### src/rtl/jtopl_lfo.sv
// jtopl_lfo: vibrato and tremolo low-frequency oscillators for the OPL core.
//
// Ports:
//   clk      system clock, all flops on its rising edge
//   rst      synchronous active-high reset
//   cenop    operator-rate clock enable
//   zero     high during the slot-0 cenop of each sample
//   am_dep   tremolo depth select (1 = 4.8 dB, 0 = 1 dB)
//   vib_cnt  vibrato position {sign, half-cycle direction, step[2:0]}
//   trem     tremolo attenuation added to the envelope, 0..26
//
// A shared 8-bit prescaler advances once per sample. Vibrato steps every
// 256 samples, tremolo every 64 samples over a 210-step triangle.

module jtopl_lfo (
    input  logic       clk,
    input  logic       rst,
    input  logic       cenop,
    input  logic       zero,
    input  logic       am_dep,
    output logic [4:0] vib_cnt,
    output logic [4:0] trem
);

    logic       tick;
    logic [7:0] pre_cnt;
    logic [7:0] am_pos;
    logic [6:0] am_val;
    logic [4:0] trem_d;

    assign tick = cenop & zero;

    always_ff @(posedge clk) begin
        if (rst) begin
            pre_cnt <= 8'd0;
            vib_cnt <= 5'd0;
            am_pos  <= 8'd0;
        end else if (tick) begin
            pre_cnt <= pre_cnt + 8'd1;
            if (pre_cnt == 8'hff)
                vib_cnt <= vib_cnt + 5'd1;
            // Anything at or past the last valid step (209) folds back to 0,
            // so an out-of-range position can never persist.
            if (pre_cnt[5:0] == 6'h3f)
                am_pos <= (am_pos >= 8'd209) ? 8'd0 : am_pos + 8'd1;
        end
    end

    // Triangle: rises 0..104 for the first half, falls back for the second.
    always_comb begin
        am_val = 7'd0;
        if (am_pos <= 8'd104)
            am_val = 7'(am_pos);
        else
            am_val = 7'(8'd209 - am_pos);
    end

    always_comb begin
        trem_d = 5'd0;
        if (am_dep)
            trem_d = 5'(am_val >> 2);
        else
            trem_d = 5'(am_val >> 4);
    end

    // Not gated by the tick: trem follows am_pos/am_dep one cycle later.
    always_ff @(posedge clk) begin
        if (rst)
            trem <= 5'd0;
        else
            trem <= trem_d;
    end

endmodule

### config.mk
export PLATFORM = sky130hd
export DESIGN_NAME = jtopl_lfo
export DESIGN_NICKNAME = d
export VERILOG_FILES = /design/src/rtl/jtopl_lfo.sv
export SDC_FILE = /design/constraint.sdc
export NUM_CORES = 1
export LEC_CHECK = 0
export BUFFER_PORTS_ARGS = -buffer_cell sky130_fd_sc_hd__buf_4
export CAP_MARGIN = 20
export CORE_ASPECT_RATIO = 0.7
export CORE_MARGIN = 2
export CORE_UTILIZATION = 56
export DETAILED_ROUTE_END_ITERATION = 10
export HOLD_SLACK_MARGIN = 0.1
export PLACE_DENSITY = 0.76
export SYNTH_ARGS = -nofsm -noshare
export SYNTH_HDL_FRONTEND = slang
export SYNTH_SLANG_ARGS = --single-unit
export TNS_END_PERCENT = 50
### constraint.sdc
create_clock -name clk -period 2.4 [get_ports clk]
set_input_delay 0.12 -clock clk [delete_from_list [all_inputs] [get_ports clk]]
set_output_delay 0.12 -clock clk [all_outputs]
set_load 0.005 [all_outputs]
==> results of run 1 <==
==> final timing paths <==
kind / endpoint / slack, ns / depth (start not counted)
min reg2reg: vib_cnt[4] / 0.54 / 2
max: am_pos[3] / 0.42 / 5
max reg2reg: am_pos[3] / 0.42 / 5
min: pre_cnt[0] / 0.33 / 4
==> cells by family after synthesis <==
group,count (synthesis)
flip-flops,26
adder cells (fa/ha/maj),7
AND/OR/NAND/NOR,62
multiplexers,2
AO/OA/AOI/OAI,19
buffers and inverters,17
XOR/XNOR,19
==> sequential cells by signal, summed over array words and instances, names as in the netlist <==
register and cells:
am_pos 8, pre_cnt 8, trem 5, vib_cnt 5
==> layer usage <==
layer	routed length [µm]	share of wire, %	vias to the layer above
met3	109	4.4	4
li1	-	-	541
met1	1220	50	504
met4	28	1.1	0
met2	1110	45	30
met5	0	0	-
==> synth_stat cells <==
cell type                   count
sky130_fd_sc_hd__o21ai_0        4
sky130_fd_sc_hd__a211oi_1       2
sky130_fd_sc_hd__nand2b_1       2
sky130_fd_sc_hd__and3_1         2
sky130_fd_sc_hd__a21o_1         1
sky130_fd_sc_hd__a21oi_1        2
sky130_fd_sc_hd__a21oi_2        1
sky130_fd_sc_hd__o21a_1         1
sky130_fd_sc_hd__a41o_4         1
sky130_fd_sc_hd__nand4_1        7
sky130_fd_sc_hd__nand2_1        7
sky130_fd_sc_hd__xor2_1         5
sky130_fd_sc_hd__or4b_1         1
sky130_fd_sc_hd__mux2i_1        2
sky130_fd_sc_hd__o221ai_1       1
sky130_fd_sc_hd__inv_1          7
sky130_fd_sc_hd__o22ai_1        2
sky130_fd_sc_hd__dfxtp_1       26
sky130_fd_sc_hd__or2_2          1
sky130_fd_sc_hd__buf_6          2
sky130_fd_sc_hd__nor4_1         5
sky130_fd_sc_hd__ha_1           7
sky130_fd_sc_hd__xnor2_1       14
sky130_fd_sc_hd__a31oi_1        1
sky130_fd_sc_hd__nor3_1         6
sky130_fd_sc_hd__clkbuf_1       8
sky130_fd_sc_hd__or3_1          1
sky130_fd_sc_hd__o31a_1         2
sky130_fd_sc_hd__nand3_1        2
sky130_fd_sc_hd__and2_1         1
sky130_fd_sc_hd__a2bb2oi_1      1
sky130_fd_sc_hd__nor2_1        26
sky130_fd_sc_hd__nor3b_1        1
==> report_power, final <==
part,leakage (µW),internal [µW],switching [µW]
sequential,0.000210,435,2.03
combinational,0.000311,14.6,13.8
clock,0.0000210,92.9,132
==> layout by cell type, fill, tap and decap left out, types with 3 or more instances in the layout <==
master and count:
sky130_fd_sc_hd__buf_4 14, sky130_fd_sc_hd__clkbuf_4 3, sky130_fd_sc_hd__dfxtp_1 26, sky130_fd_sc_hd__ha_1 7, sky130_fd_sc_hd__inv_1 7, sky130_fd_sc_hd__nand2_1 7, sky130_fd_sc_hd__nand4_1 7, sky130_fd_sc_hd__nor2_1 26
sky130_fd_sc_hd__nor3_1 6, sky130_fd_sc_hd__nor4_1 5, sky130_fd_sc_hd__o21ai_0 4, sky130_fd_sc_hd__xnor2_1 14, sky130_fd_sc_hd__xor2_1 5
==> worst max-delay path, delay by kind of cell (launching register included) <==
| kind | cells | cell delay (ns) |
|---|---|---|
| adders and majority gates | 1 | 0.21 |
| AOI/OAI and AO/OA | 1 | 0.33 |
| and+or+nand+nor | 3 | 0.96 |
| DFF | 1 | 0.39 |
==> area by class of cell <==
type	count	area (µm²)	area share, %
flip-flops and latches	26	520	35.5
repair buffers	16	125	8.53
well taps	32	40.0	2.73
multi-input cells	109	718	49.0
clock buffers	4	36.3	2.47
inverters	7	26.3	1.79
==> stage by stage <==
| stage | instance area, µm² | utilization, % |
|---|---|---|
| final | 1470 | 67.0 |
| after global placement | 1410 | 64.4 |
| after floorplan | 1320 | - |
| after global routing | 1470 | 67.0 |
| after CTS | 1470 | 67.0 |
| after detailed placement | 1410 | 64.4 |
==> metrics.txt, run 1 <==
# TYPE chip_impl_metric gauge
chip_impl_info{name="result_of_the_run",value="finished, final reports clean"} 1
chip_impl_info{name="series_of_cell_instances_along_the_critical_path",value="ha_1 -> nand4_1 -> nor2_1 -> a41o_4 -> nor2_1"} 1
chip_impl_metric{name="max_freq",unit="MHz"} 506
chip_impl_metric{name="final_number_of_setup_violating_endpoints",unit=""} 0
chip_impl_metric{name="grt.met2_usage",unit="%"} 30.8
chip_impl_metric{name="clock_insertion_delay_worst_skew",unit="ns"} 0.33
chip_impl_metric{name="area_growth_syn_to_layout",unit="%"} 11.3
chip_impl_metric{name="cts_max_path_buffers",unit=""} 2
chip_impl_metric{name="setup_total_negative_slack",unit="ns"} 0
chip_impl_metric{name="globalRouteMet3Util",unit="%"} 7.02
chip_impl_metric{name="synth.distinct_cells",unit=""} 33
chip_impl_metric{name="ctsHtreeMaxLevel",unit=""} 1
chip_impl_metric{name="die_y",unit="µm"} 44.6
chip_impl_metric{name="cellPowerDensity",unit="nW/µm²"} 471
chip_impl_metric{name="finalWorstPathRequiredPeriod",unit="ns"} 1.98
chip_impl_metric{name="ys.warnings.count",unit=""} 0
chip_impl_metric{name="area_share_of_the_largest_cell_type_after_synthesis",unit="%"} 39.5
chip_impl_metric{name="drt_pre_antenna_iters",unit=""} 4
chip_impl_metric{name="grt_first_pass_wirelength",unit="µm"} 4240
chip_impl_metric{name="grt_start_max_net_pins",unit=""} 18
chip_impl_metric{name="dieWidth",unit="µm"} 62.0
chip_impl_metric{name="cts_post_setup_buffers_inserted",unit=""} 0
chip_impl_info{name="crit_top_cell",value="sky130_fd_sc_hd__nor2_1"} 1
chip_impl_metric{name="place.port_buffers",unit=""} 14
chip_impl_metric{name="grtUsageMet1",unit="%"} 29.5
chip_impl_metric{name="clock-skew-final",unit="ns"} 0.00629
chip_impl_metric{name="starting_density_of_the_core",unit="%"} 60.2
chip_impl_metric{name="number_of_global_route_vias_before_repair",unit=""} 934
chip_impl_metric{name="postCtsResizedCells",unit=""} 0
chip_impl_metric{name="clkSinkCount",unit=""} 26
chip_impl_info{name="busiest_layer",value="met2"} 1
chip_impl_metric{name="critical_path_required_time",unit="ns"} 2.63
chip_impl_metric{name="routed_wirelength",unit="µm"} 2460
chip_impl_metric{name="final_layout_size_suffix_gt1_share",unit="%"} 13.0
chip_impl_metric{name="detail_route.vias_per_cell",unit=""} 5.56
chip_impl_metric{name="detailroute.via_count",unit=""} 1079
chip_impl_metric{name="slew_at_the_pin_closest_to_its_max_slew_limit",unit="ns"} 0.474
chip_impl_info{name="synth_area_leaders",value="sky130_fd_sc_hd__dfxtp_1, sky130_fd_sc_hd__xnor2_1, sky130_fd_sc_hd__nor2_1"} 1
chip_impl_metric{name="syn_avg_cell_area",unit="µm²"} 8.67
chip_impl_metric{name="ios",unit=""} 15
chip_impl_metric{name="report.power.total",unit="µW"} 690
chip_impl_metric{name="fill_cell_total_of_the_finished_layout",unit=""} 198
chip_impl_metric{name="synthesis.nets",unit=""} 164
chip_impl_metric{name="post_synth_fa_ha_maj_area_fraction",unit="%"} 6.65
chip_impl_metric{name="sequential_fraction_of_the_synthesis_area",unit="%"} 39.5
chip_impl_metric{name="placeableCoreArea",unit="µm²"} 2190
chip_impl_metric{name="post-place-cells",unit=""} 188
chip_impl_metric{name="slew_viol_final",unit=""} 0
chip_impl_metric{name="timing.final.hold_violations",unit=""} 0
chip_impl_metric{name="antenna-diode-count",unit=""} 0
chip_impl_metric{name="worst_ir_drop_vdd",unit="mV"} 0.402
chip_impl_info{name="timing.hold.worst.class",value="primary input to flip-flop"} 1
chip_impl_metric{name="dr.first_iter.drc_count",unit=""} 43
chip_impl_metric{name="die_area",unit="µm²"} 2760
chip_impl_metric{name="netlist_area",unit="µm²"} 1320
chip_impl_metric{name="post-place-ws",unit="ns"} 0.474
chip_impl_metric{name="xor_xnor_cell_area_share_of_the_yosys_netlist",unit="%"} 12.6
chip_impl_metric{name="antenna_found_initial",unit=""} 0
chip_impl_metric{name="synth_simple_gate_area_share",unit="%"} 22.8
chip_impl_metric{name="timing.final.crit_share",unit="%"} 82.3
chip_impl_metric{name="place_hpwl",unit="µm"} 1830
chip_impl_metric{name="gpl.final_weighted_congestion",unit=""} 0.927
chip_impl_info{name="crit_path_launch",value="pre_cnt[0]"} 1
chip_impl_metric{name="synth-compound-area-share",unit="%"} 10.9
chip_impl_metric{name="nets",unit=""} 175
chip_impl_metric{name="drc_errors",unit=""} 0
chip_impl_info{name="crit-reg2reg-launch",value="pre_cnt[0]"} 1
chip_impl_info{name="crit_slowest_cell",value="sky130_fd_sc_hd__nor2_1"} 1
chip_impl_metric{name="ys_seq_elements",unit=""} 26
chip_impl_metric{name="rows",unit=""} 14
chip_impl_metric{name="static_leakage",unit="µW"} 0.000542
chip_impl_info{name="combinational_family_with_the_most_area_after_synthesis",value="simple AND/OR/NAND/NOR gates"} 1
chip_impl_info{name="critical_path_class",value="flip-flop to flip-flop"} 1
chip_impl_info{name="worst_setup_path_start_kind",value="flip-flop"} 1
chip_impl_metric{name="setup_slack_after_layout",unit="ns"} 0.424
chip_impl_metric{name="cts_made_buffers",unit=""} 3
chip_impl_info{name="netlist.top_cell.by_area",value="sky130_fd_sc_hd__dfxtp_1"} 1
chip_impl_metric{name="syn_inst",unit=""} 152
chip_impl_metric{name="muxShareOfSynthArea",unit="%"} 1.52
chip_impl_info{name="tritoncts",value="built"} 1
chip_impl_metric{name="worst_setup_hold_path_clk_slew",unit="ns"} 0.14
chip_impl_metric{name="grt.total_usage",unit="%"} 21.2
chip_impl_info{name="hold_start",value="zero"} 1
chip_impl_info{name="grt_setup_unrepaired",value="false"} 1
chip_impl_metric{name="overall_overflow_remaining_after_global_route",unit=""} 0
chip_impl_metric{name="timing.slew.headroom",unit="%"} 68.3
chip_impl_info{name="clock_tree.root_cell",value="sky130_fd_sc_hd__clkbuf_4"} 1
chip_impl_metric{name="worst_ep_arrival_time",unit="ns"} 2.21
chip_impl_metric{name="wl_per_cell",unit="µm"} 12.7
chip_impl_metric{name="worst-path-max-fanout",unit=""} 12
chip_impl_metric{name="timing.critical_path.slowest_cell_delay",unit="ns"} 0.50
chip_impl_metric{name="worst_slack_on_hold_paths",unit="ns"} 0.329
chip_impl_metric{name="cts-hold-fix-buffers",unit=""} 2
chip_impl_metric{name="layout.cells.non_filler",unit=""} 194
chip_impl_metric{name="antenna_violating_nets_post_route",unit=""} 0
chip_impl_info{name="worstSetupEndpointType",value="flip-flop"} 1
chip_impl_metric{name="maxCapViolCount",unit=""} 0
Power figures use the tool's default switching activity.
==> inputs of run 2 (changes only) <==
CORE_UTILIZATION = 51   (was 56)
PLACE_DENSITY = 0.73   (was 0.76)
clock period = 1.65 ns   (was 2.4 ns; I/O delays follow)
==> run 2 against run 1 <==
Effect of this change: core utilization fell by 1.7 points; non-clock buffer count rose by 6; worst setup slack got worse by 0.37 ns; sequential cell count did not move; sequential power rose by 45%; sequential share of layout area fell by 2.9 points; global-route usage fell by 1.4 points; die area rose by 9.0%; register-to-register slack got worse by 0.37 ns.
==> metrics.txt, run 2 (synthesized netlist as in run 1, its figures left out) <==
# TYPE chip_impl_metric gauge
chip_impl_info{name="result_of_the_run",value="finished, final reports clean"} 1
chip_impl_info{name="worst_setup_path_start_kind",value="flip-flop"} 1
chip_impl_metric{name="cellPowerDensity",unit="nW/µm²"} 748
chip_impl_metric{name="drc_errors",unit=""} 0
chip_impl_metric{name="clock-skew-final",unit="ns"} 0.00321
chip_impl_metric{name="timing.critical_path.slowest_cell_delay",unit="ns"} 0.46
chip_impl_metric{name="number_of_global_route_vias_before_repair",unit=""} 956
chip_impl_metric{name="static_leakage",unit="µW"} 0.000609
chip_impl_metric{name="wl_per_cell",unit="µm"} 13.8
chip_impl_metric{name="worstHoldPathCells",unit=""} 2
chip_impl_metric{name="place.port_buffers",unit=""} 14
chip_impl_info{name="worstSetupEndpointType",value="flip-flop"} 1
chip_impl_metric{name="stdcell_area",unit="µm²"} 1600
chip_impl_metric{name="worst_setup_hold_path_clk_slew",unit="ns"} 0.09
chip_impl_metric{name="pwr-share-seq",unit="%"} 52.8
chip_impl_metric{name="worst-path-max-fanout",unit=""} 8
chip_impl_metric{name="rows",unit=""} 15
chip_impl_info{name="top_regs",value="am_pos (8), pre_cnt (8)"} 1
chip_impl_metric{name="antenna-diode-count",unit=""} 0
chip_impl_metric{name="critical_path_required_time",unit="ns"} 1.86
chip_impl_info{name="crit_path_launch",value="am_pos[1]"} 1
chip_impl_info{name="timing.hold.worst.class",value="primary input to flip-flop"} 1
chip_impl_metric{name="clkSinkCount",unit=""} 26
chip_impl_info{name="min_to",value="pre_cnt[0]"} 1
chip_impl_info{name="series_of_cell_instances_along_the_critical_path",value="inv_2 -> ha_2 -> or4b_1 -> a21o_1 -> a41o_4 -> nor2_1"} 1
chip_impl_info{name="grt_setup_unrepaired",value="true"} 1
chip_impl_metric{name="power.clock.fraction",unit="%"} 43.8
chip_impl_metric{name="maxCapViolCount",unit=""} 0
chip_impl_metric{name="die_area",unit="µm²"} 3010
chip_impl_metric{name="routed_wirelength",unit="µm"} 2800
chip_impl_metric{name="ctsHtreeMaxLevel",unit=""} 1
chip_impl_metric{name="power_frac_comb",unit="%"} 3.4
chip_impl_metric{name="starting_density_of_the_core",unit="%"} 53.6
chip_impl_metric{name="place_hpwl",unit="µm"} 1940
chip_impl_metric{name="finalWorstPathRequiredPeriod",unit="ns"} 1.60
chip_impl_info{name="crit-reg2reg-launch",value="am_pos[1]"} 1
chip_impl_metric{name="power_switching",unit="µW"} 225
chip_impl_metric{name="overall_overflow_remaining_after_global_route",unit=""} 0
chip_impl_metric{name="dpl_cell_area",unit="µm²"} 1470
chip_impl_info{name="most-common-layout-cells",value="sky130_fd_sc_hd__dfxtp_1, sky130_fd_sc_hd__nor2_1, sky130_fd_sc_hd__buf_4, sky130_fd_sc_hd__xnor2_1"} 1
chip_impl_metric{name="cts_max_path_buffers",unit=""} 2
chip_impl_metric{name="dieWidth",unit="µm"} 64.8
chip_impl_info{name="critical_path_class",value="flip-flop to flip-flop"} 1
chip_impl_metric{name="cellInternalPower",unit="µW"} 974
chip_impl_metric{name="detailroute.via_count",unit=""} 1079
chip_impl_metric{name="antenna_violating_nets_post_route",unit=""} 0
chip_impl_metric{name="cts_post_setup_buffers_inserted",unit=""} 0
chip_impl_metric{name="power_switching_share",unit="%"} 18.8
chip_impl_metric{name="timing.final.hold_violations",unit=""} 0
chip_impl_metric{name="nets",unit=""} 181
chip_impl_metric{name="setup_total_negative_slack",unit="ns"} 0
chip_impl_metric{name="gpl.final_weighted_congestion",unit=""} 0.856
chip_impl_metric{name="die_y",unit="µm"} 46.5
chip_impl_metric{name="detail_route.vias_per_cell",unit=""} 5.34
chip_impl_info{name="hold_start",value="rst"} 1
chip_impl_metric{name="ff2ff_path_depth",unit=""} 6
chip_impl_metric{name="r2r_setup_slack",unit="ns"} 0.05
chip_impl_metric{name="area_growth_syn_to_layout",unit="%"} 21.7
chip_impl_metric{name="antenna_found_initial",unit=""} 0
chip_impl_metric{name="worst_ep_arrival_time",unit="ns"} 1.81
chip_impl_metric{name="slew_viol_final",unit=""} 0
chip_impl_info{name="clock_tree.root_cell",value="sky130_fd_sc_hd__clkbuf_8"} 1
chip_impl_metric{name="max_freq",unit="MHz"} 625
chip_impl_metric{name="timing.slew.headroom",unit="%"} 70.2
chip_impl_info{name="crit_slowest_cell",value="sky130_fd_sc_hd__or4b_1"} 1
chip_impl_metric{name="timing.final.crit_share",unit="%"} 97.0
chip_impl_info{name="layout_commonest_cell",value="sky130_fd_sc_hd__dfxtp_1"} 1
chip_impl_metric{name="final_layout_size_suffix_gt1_share",unit="%"} 25.6
chip_impl_metric{name="worst_slack_on_hold_paths",unit="ns"} 0.117
chip_impl_metric{name="slew_at_the_pin_closest_to_its_max_slew_limit",unit="ns"} 0.447
chip_impl_metric{name="placeableCoreArea",unit="µm²"} 2460
chip_impl_metric{name="drt_pre_antenna_iters",unit=""} 4
chip_impl_metric{name="worst_ir_drop_vdd",unit="mV"} 0.467
chip_impl_metric{name="clock_insertion_delay_worst_skew",unit="ns"} 0.27
chip_impl_metric{name="grt_start_max_net_pins",unit=""} 18
chip_impl_metric{name="cts_made_buffers",unit=""} 3
chip_impl_metric{name="grt.total_usage",unit="%"} 19.8
chip_impl_info{name="reg2reg_to",value="am_pos[4]"} 1
chip_impl_info{name="tritoncts",value="built"} 1
chip_impl_metric{name="dr.first_iter.drc_count",unit=""} 40
chip_impl_metric{name="grt_first_pass_wirelength",unit="µm"} 4350
chip_impl_metric{name="final_number_of_setup_violating_endpoints",unit=""} 0
chip_impl_metric{name="ios",unit=""} 15
-- run 2: changes by cell type in the layout (fill, tap and decap cells not counted), sizes merged --
cell         change
dlygate4sd3      -2
buf              +8
bufinv           +1
clkbuf           -1
-- run 2: repair_timing --
| item | 4_1_cts | 5_1_grt |
|---|---|---|
| resized for setup | 1 | 13 |
| hold buffers | 0 | 0 |
| pin swaps | 1 | 1 |
| endpoints found under the setup margin | 9 | 14 |
-- run 2: layer usage --
metal	vias up	part of all wire [%]	global-route usage (%)
met2	14	46	32.6
met1	512	49	25.8
met5	-	0	0
met4	0	0.68	5.11
met3	4	3.9	5.87
li1	549	-	-
-- run 2: how the worst max path moves through the flow --
stage / endpoint / slack (ns) / cells after the start
floorplan: am_pos[1] / 0.02 / 6
global placement: am_pos[1] / 0.02 / 6
detailed placement: am_pos[6] / -0.02 / 6
CTS: am_pos[4] / 0.003 / 6
global route: am_pos[7] / -0.04 / 6
finish: am_pos[4] / 0.05 / 6
-- run 2: power groups by stage --
stage | logic [µW] | registers [µW] | clock network (µW)
after floorplan | 27.4 | 648 | 0
after global placement | 38.3 | 649 | 0
after detailed placement | 39.9 | 649 | 0
after CTS | 40.6 | 634 | 534
after global routing | 45.0 | 634 | 554
final | 40.8 | 634 | 525
-- run 2: final cells by class --
type                            instances  area (µm²)
Clock inverter                          1        30.0
Sequential cell                        26         523
Multi-Input combinational cell        109         776
Inverter                                7        26.3
Fill cell                             211         855
Clock buffer                            3        41.3
Tap cell                               34        42.5
Timing Repair Buffer                   22         165
-- run 2: worst max-delay path, delay by kind of cell (launching register included) --
kind	cells	cell delay [ns]
AND/OR/NAND/NOR	2	0.57
adder cells (fa/ha/maj)	1	0.15
buffers and inverters	1	0.04
flip-flops	1	0.34
AO/OA/AOI/OAI	2	0.43
-- run 2: through the flow --
stage / power, µW / util (%) / std cells / worst slack, ns
after floorplan: 676 / - / 152 / 0.0203
after global placement: 687 / 59.9 / 198 / 0.0237
after detailed placement: 689 / 59.9 / 198 / -0.0158
after CTS: 1210 / 63.1 / 202 / 0.00272
after global routing: 1230 / 65.2 / 202 / -0.0425
final: 1200 / 65.2 / 202 / 0.0502
==> inputs of run 3 (changes only) <==
CORE_UTILIZATION = 38   (was 51)
PLACE_DENSITY = 0.57   (was 0.73)
==> run 3 against run 2 <==
Effect of this change: fmax shrank 0.72%; worst setup slack lost 0.012 ns; die area grew 32%; sequential share of layout area grew 0.23 points; sequential cell count is the same; critical endpoint is now am_pos[1]; largest cell class unchanged.
==> metrics.txt, run 3 (synthesized netlist as in run 1, its figures left out) <==
# TYPE chip_impl_metric gauge
chip_impl_info{name="result_of_the_run",value="finished, final reports clean"} 1
chip_impl_metric{name="cellPowerDensity",unit="nW/µm²"} 641
chip_impl_metric{name="cellInternalPower",unit="µW"} 813
chip_impl_metric{name="nets",unit=""} 180
chip_impl_metric{name="drc_errors",unit=""} 0
chip_impl_info{name="most-common-layout-cells",value="sky130_fd_sc_hd__dfxtp_1, sky130_fd_sc_hd__buf_4, sky130_fd_sc_hd__nor2_1, sky130_fd_sc_hd__xnor2_1"} 1
chip_impl_metric{name="clkSinkCount",unit=""} 26
chip_impl_info{name="top_regs",value="am_pos (8), pre_cnt (8)"} 1
chip_impl_metric{name="grtUsageMet1",unit="%"} 23.9
chip_impl_metric{name="max_freq",unit="MHz"} 621
chip_impl_metric{name="grt.total_usage",unit="%"} 16.0
chip_impl_metric{name="worstPathBufferInverterCount",unit=""} 1
chip_impl_info{name="worstSetupEndpointType",value="flip-flop"} 1
chip_impl_metric{name="overall_overflow_remaining_after_global_route",unit=""} 0
chip_impl_metric{name="power_switching_share",unit="%"} 20.7
chip_impl_metric{name="final_layout_size_suffix_gt1_share",unit="%"} 27.1
chip_impl_metric{name="wl_per_cell",unit="µm"} 12.7
chip_impl_metric{name="place_hpwl",unit="µm"} 1930
chip_impl_metric{name="worst-path-max-fanout",unit=""} 8
chip_impl_info{name="critical_path_class",value="flip-flop to flip-flop"} 1
chip_impl_metric{name="cts_made_buffers",unit=""} 3
chip_impl_metric{name="detailroute.via_count",unit=""} 1065
chip_impl_metric{name="setup_slack_after_layout",unit="ns"} 0.0387
chip_impl_metric{name="globalRouteMet3Util",unit="%"} 4.57
chip_impl_metric{name="cts_post_setup_buffers_inserted",unit=""} 0
chip_impl_metric{name="timing.slew.headroom",unit="%"} 68.2
chip_impl_info{name="worst_setup_path_start_kind",value="flip-flop"} 1
chip_impl_metric{name="gpl.final_weighted_congestion",unit=""} 0.852
chip_impl_info{name="series_of_cell_instances_along_the_critical_path",value="inv_2 -> ha_4 -> or4b_1 -> a21o_1 -> a41o_4 -> a21oi_2"} 1
chip_impl_metric{name="starting_density_of_the_core",unit="%"} 40.8
chip_impl_metric{name="timing.final.crit_share",unit="%"} 97.7
chip_impl_info{name="tritoncts",value="built"} 1
chip_impl_metric{name="detail_route.vias_per_cell",unit=""} 5.00
chip_impl_metric{name="placeableCoreArea",unit="µm²"} 3230
chip_impl_metric{name="die_y",unit="µm"} 53.3
chip_impl_metric{name="routed_wirelength",unit="µm"} 2720
chip_impl_metric{name="area_growth_syn_to_layout",unit="%"} 21.5
chip_impl_metric{name="antenna-diode-count",unit=""} 0
chip_impl_metric{name="power_frac_comb",unit="%"} 4.0
chip_impl_info{name="kind_of_cell_adding_the_most_delay_to_the_critical_path",value="compound AO/OA/AOI/OAI gates"} 1
chip_impl_metric{name="rows",unit=""} 17
chip_impl_metric{name="grt_first_pass_wirelength",unit="µm"} 4660
chip_impl_metric{name="number_of_global_route_vias_before_repair",unit=""} 970
chip_impl_info{name="grt_setup_unrepaired",value="true"} 1
chip_impl_metric{name="worst_ep_arrival_time",unit="ns"} 1.81
chip_impl_metric{name="timing.critical_path.slowest_cell_delay",unit="ns"} 0.45
chip_impl_metric{name="antenna_violating_nets_post_route",unit=""} 0
chip_impl_metric{name="die_area",unit="µm²"} 3960
chip_impl_metric{name="clock-skew-final",unit="ns"} 0.00588
chip_impl_metric{name="timing.final.hold_violations",unit=""} 0
chip_impl_metric{name="place.port_buffers",unit=""} 14
chip_impl_info{name="crit_slowest_cell",value="sky130_fd_sc_hd__or4b_1"} 1
chip_impl_metric{name="maxCapViolCount",unit=""} 0
chip_impl_metric{name="static_leakage",unit="µW"} 0.000573
chip_impl_metric{name="dr.first_iter.drc_count",unit=""} 53
chip_impl_metric{name="finalWorstPathRequiredPeriod",unit="ns"} 1.61
chip_impl_metric{name="critical_path_required_time",unit="ns"} 1.85
chip_impl_metric{name="worst_setup_hold_path_clk_slew",unit="ns"} 0.09
chip_impl_metric{name="slew_viol_final",unit=""} 0
chip_impl_metric{name="grt_start_max_net_pins",unit=""} 18
chip_impl_info{name="busiest_layer",value="met1"} 1
chip_impl_info{name="timing.hold.worst.class",value="primary input to flip-flop"} 1
chip_impl_metric{name="ctsHtreeMaxLevel",unit=""} 1
chip_impl_metric{name="cts_max_path_buffers",unit=""} 2
chip_impl_metric{name="pwr-share-seq",unit="%"} 61.8
chip_impl_metric{name="ios",unit=""} 15
chip_impl_metric{name="worst_ir_drop_vdd",unit="mV"} 0.406
chip_impl_metric{name="clock_insertion_delay_worst_skew",unit="ns"} 0.27
chip_impl_info{name="layout_commonest_cell",value="sky130_fd_sc_hd__dfxtp_1"} 1
chip_impl_info{name="clock_tree.root_cell",value="sky130_fd_sc_hd__clkbuf_8"} 1
chip_impl_metric{name="power.clock.fraction",unit="%"} 34.2
chip_impl_metric{name="antenna_found_initial",unit=""} 0
chip_impl_metric{name="power_switching",unit="µW"} 213
chip_impl_metric{name="dieWidth",unit="µm"} 74.4
chip_impl_metric{name="final_number_of_setup_violating_endpoints",unit=""} 0
chip_impl_metric{name="post-place-ws",unit="ns"} -0.0310
chip_impl_metric{name="grt.met2_usage",unit="%"} 20.9
chip_impl_metric{name="slew_at_the_pin_closest_to_its_max_slew_limit",unit="ns"} 0.477
chip_impl_metric{name="drt_pre_antenna_iters",unit=""} 4
chip_impl_metric{name="report.power.total",unit="µW"} 1030
## run 3: changes by cell type in the layout (fill, tap and decap cells not counted), moves of 2 or more
cell                      previous run  this run
sky130_fd_sc_hd__nor4_2              5         2
sky130_fd_sc_hd__nor4_1              0         3
sky130_fd_sc_hd__dfxtp_2             2         4
sky130_fd_sc_hd__dfxtp_1            24        22
sky130_fd_sc_hd__nor2_1             23        20
sky130_fd_sc_hd__nor2_4              0         2
## run 3: repair_timing
action                                  CTS  global route
pin swaps                                 2             7
hold buffers                              0             0
endpoints found under the setup margin    8            15
gates resized for setup                   3            17
## run 3: worst paths after layout
check,endpoint,startpoint,slack [ns],cells after the start
setup / recovery,am_pos[1],am_pos[1],0.04,6
hold / removal,pre_cnt[1],rst,0.13,2
setup reg to reg,am_pos[1],am_pos[1],0.04,6
hold reg to reg,pre_cnt[1],pre_cnt[1],0.54,2
## run 3: cell type report
| class | count | area, µm² |
|---|---|---|
| Sequential cell | 26 | 526 |
| Clock buffer | 3 | 41.3 |
| Multi-Input combinational cell | 109 | 791 |
| Timing Repair Buffer | 21 | 158 |
| Inverter | 7 | 26.3 |
| Fill cell | 337 | 1630 |
| Tap cell | 47 | 58.8 |
## run 3: stage by stage
stage               std cells  hold WS (ns)  setup TNS, ns  utilization, %  instance area [µm²]
global placement          210         0.403              0            45.9                 1480
floorplan                 152         0.264              0               -                 1320
CTS                       213         0.121              0            47.4                 1530
finish                    213         0.125              0            49.5                 1600
detailed placement        210         0.416         -0.111            45.9                 1480
global route              213         0.130         -0.115            49.5                 1600
## run 3: worst register-to-register path: cells and delay by family (launching register included)
kind / cells / cell delay, ns
buffers and inverters: 1 / 0.06
flip-flops: 1 / 0.35
adder cells (fa/ha/maj): 1 / 0.14
AND/OR/NAND/NOR: 1 / 0.45
AO/OA/AOI/OAI: 3 / 0.55
## run 3: layer usage
layer  part of all wire [%]  wire length [µm]
met4                    1.4                39
met2                     41              1120
met1                     50              1370
met3                    6.9               186
met5                      0                 0
## run 3: power by group through the flow
stage	logic, µW	clock network [µW]	registers, µW
3_5_place_dp	39.8	0	649
6_report	41.5	351	634
2_1_floorplan	27.4	0	648
5_1_grt	46.3	395	635
4_1_cts	40.6	372	634
3_3_place_gp	38.1	0	648
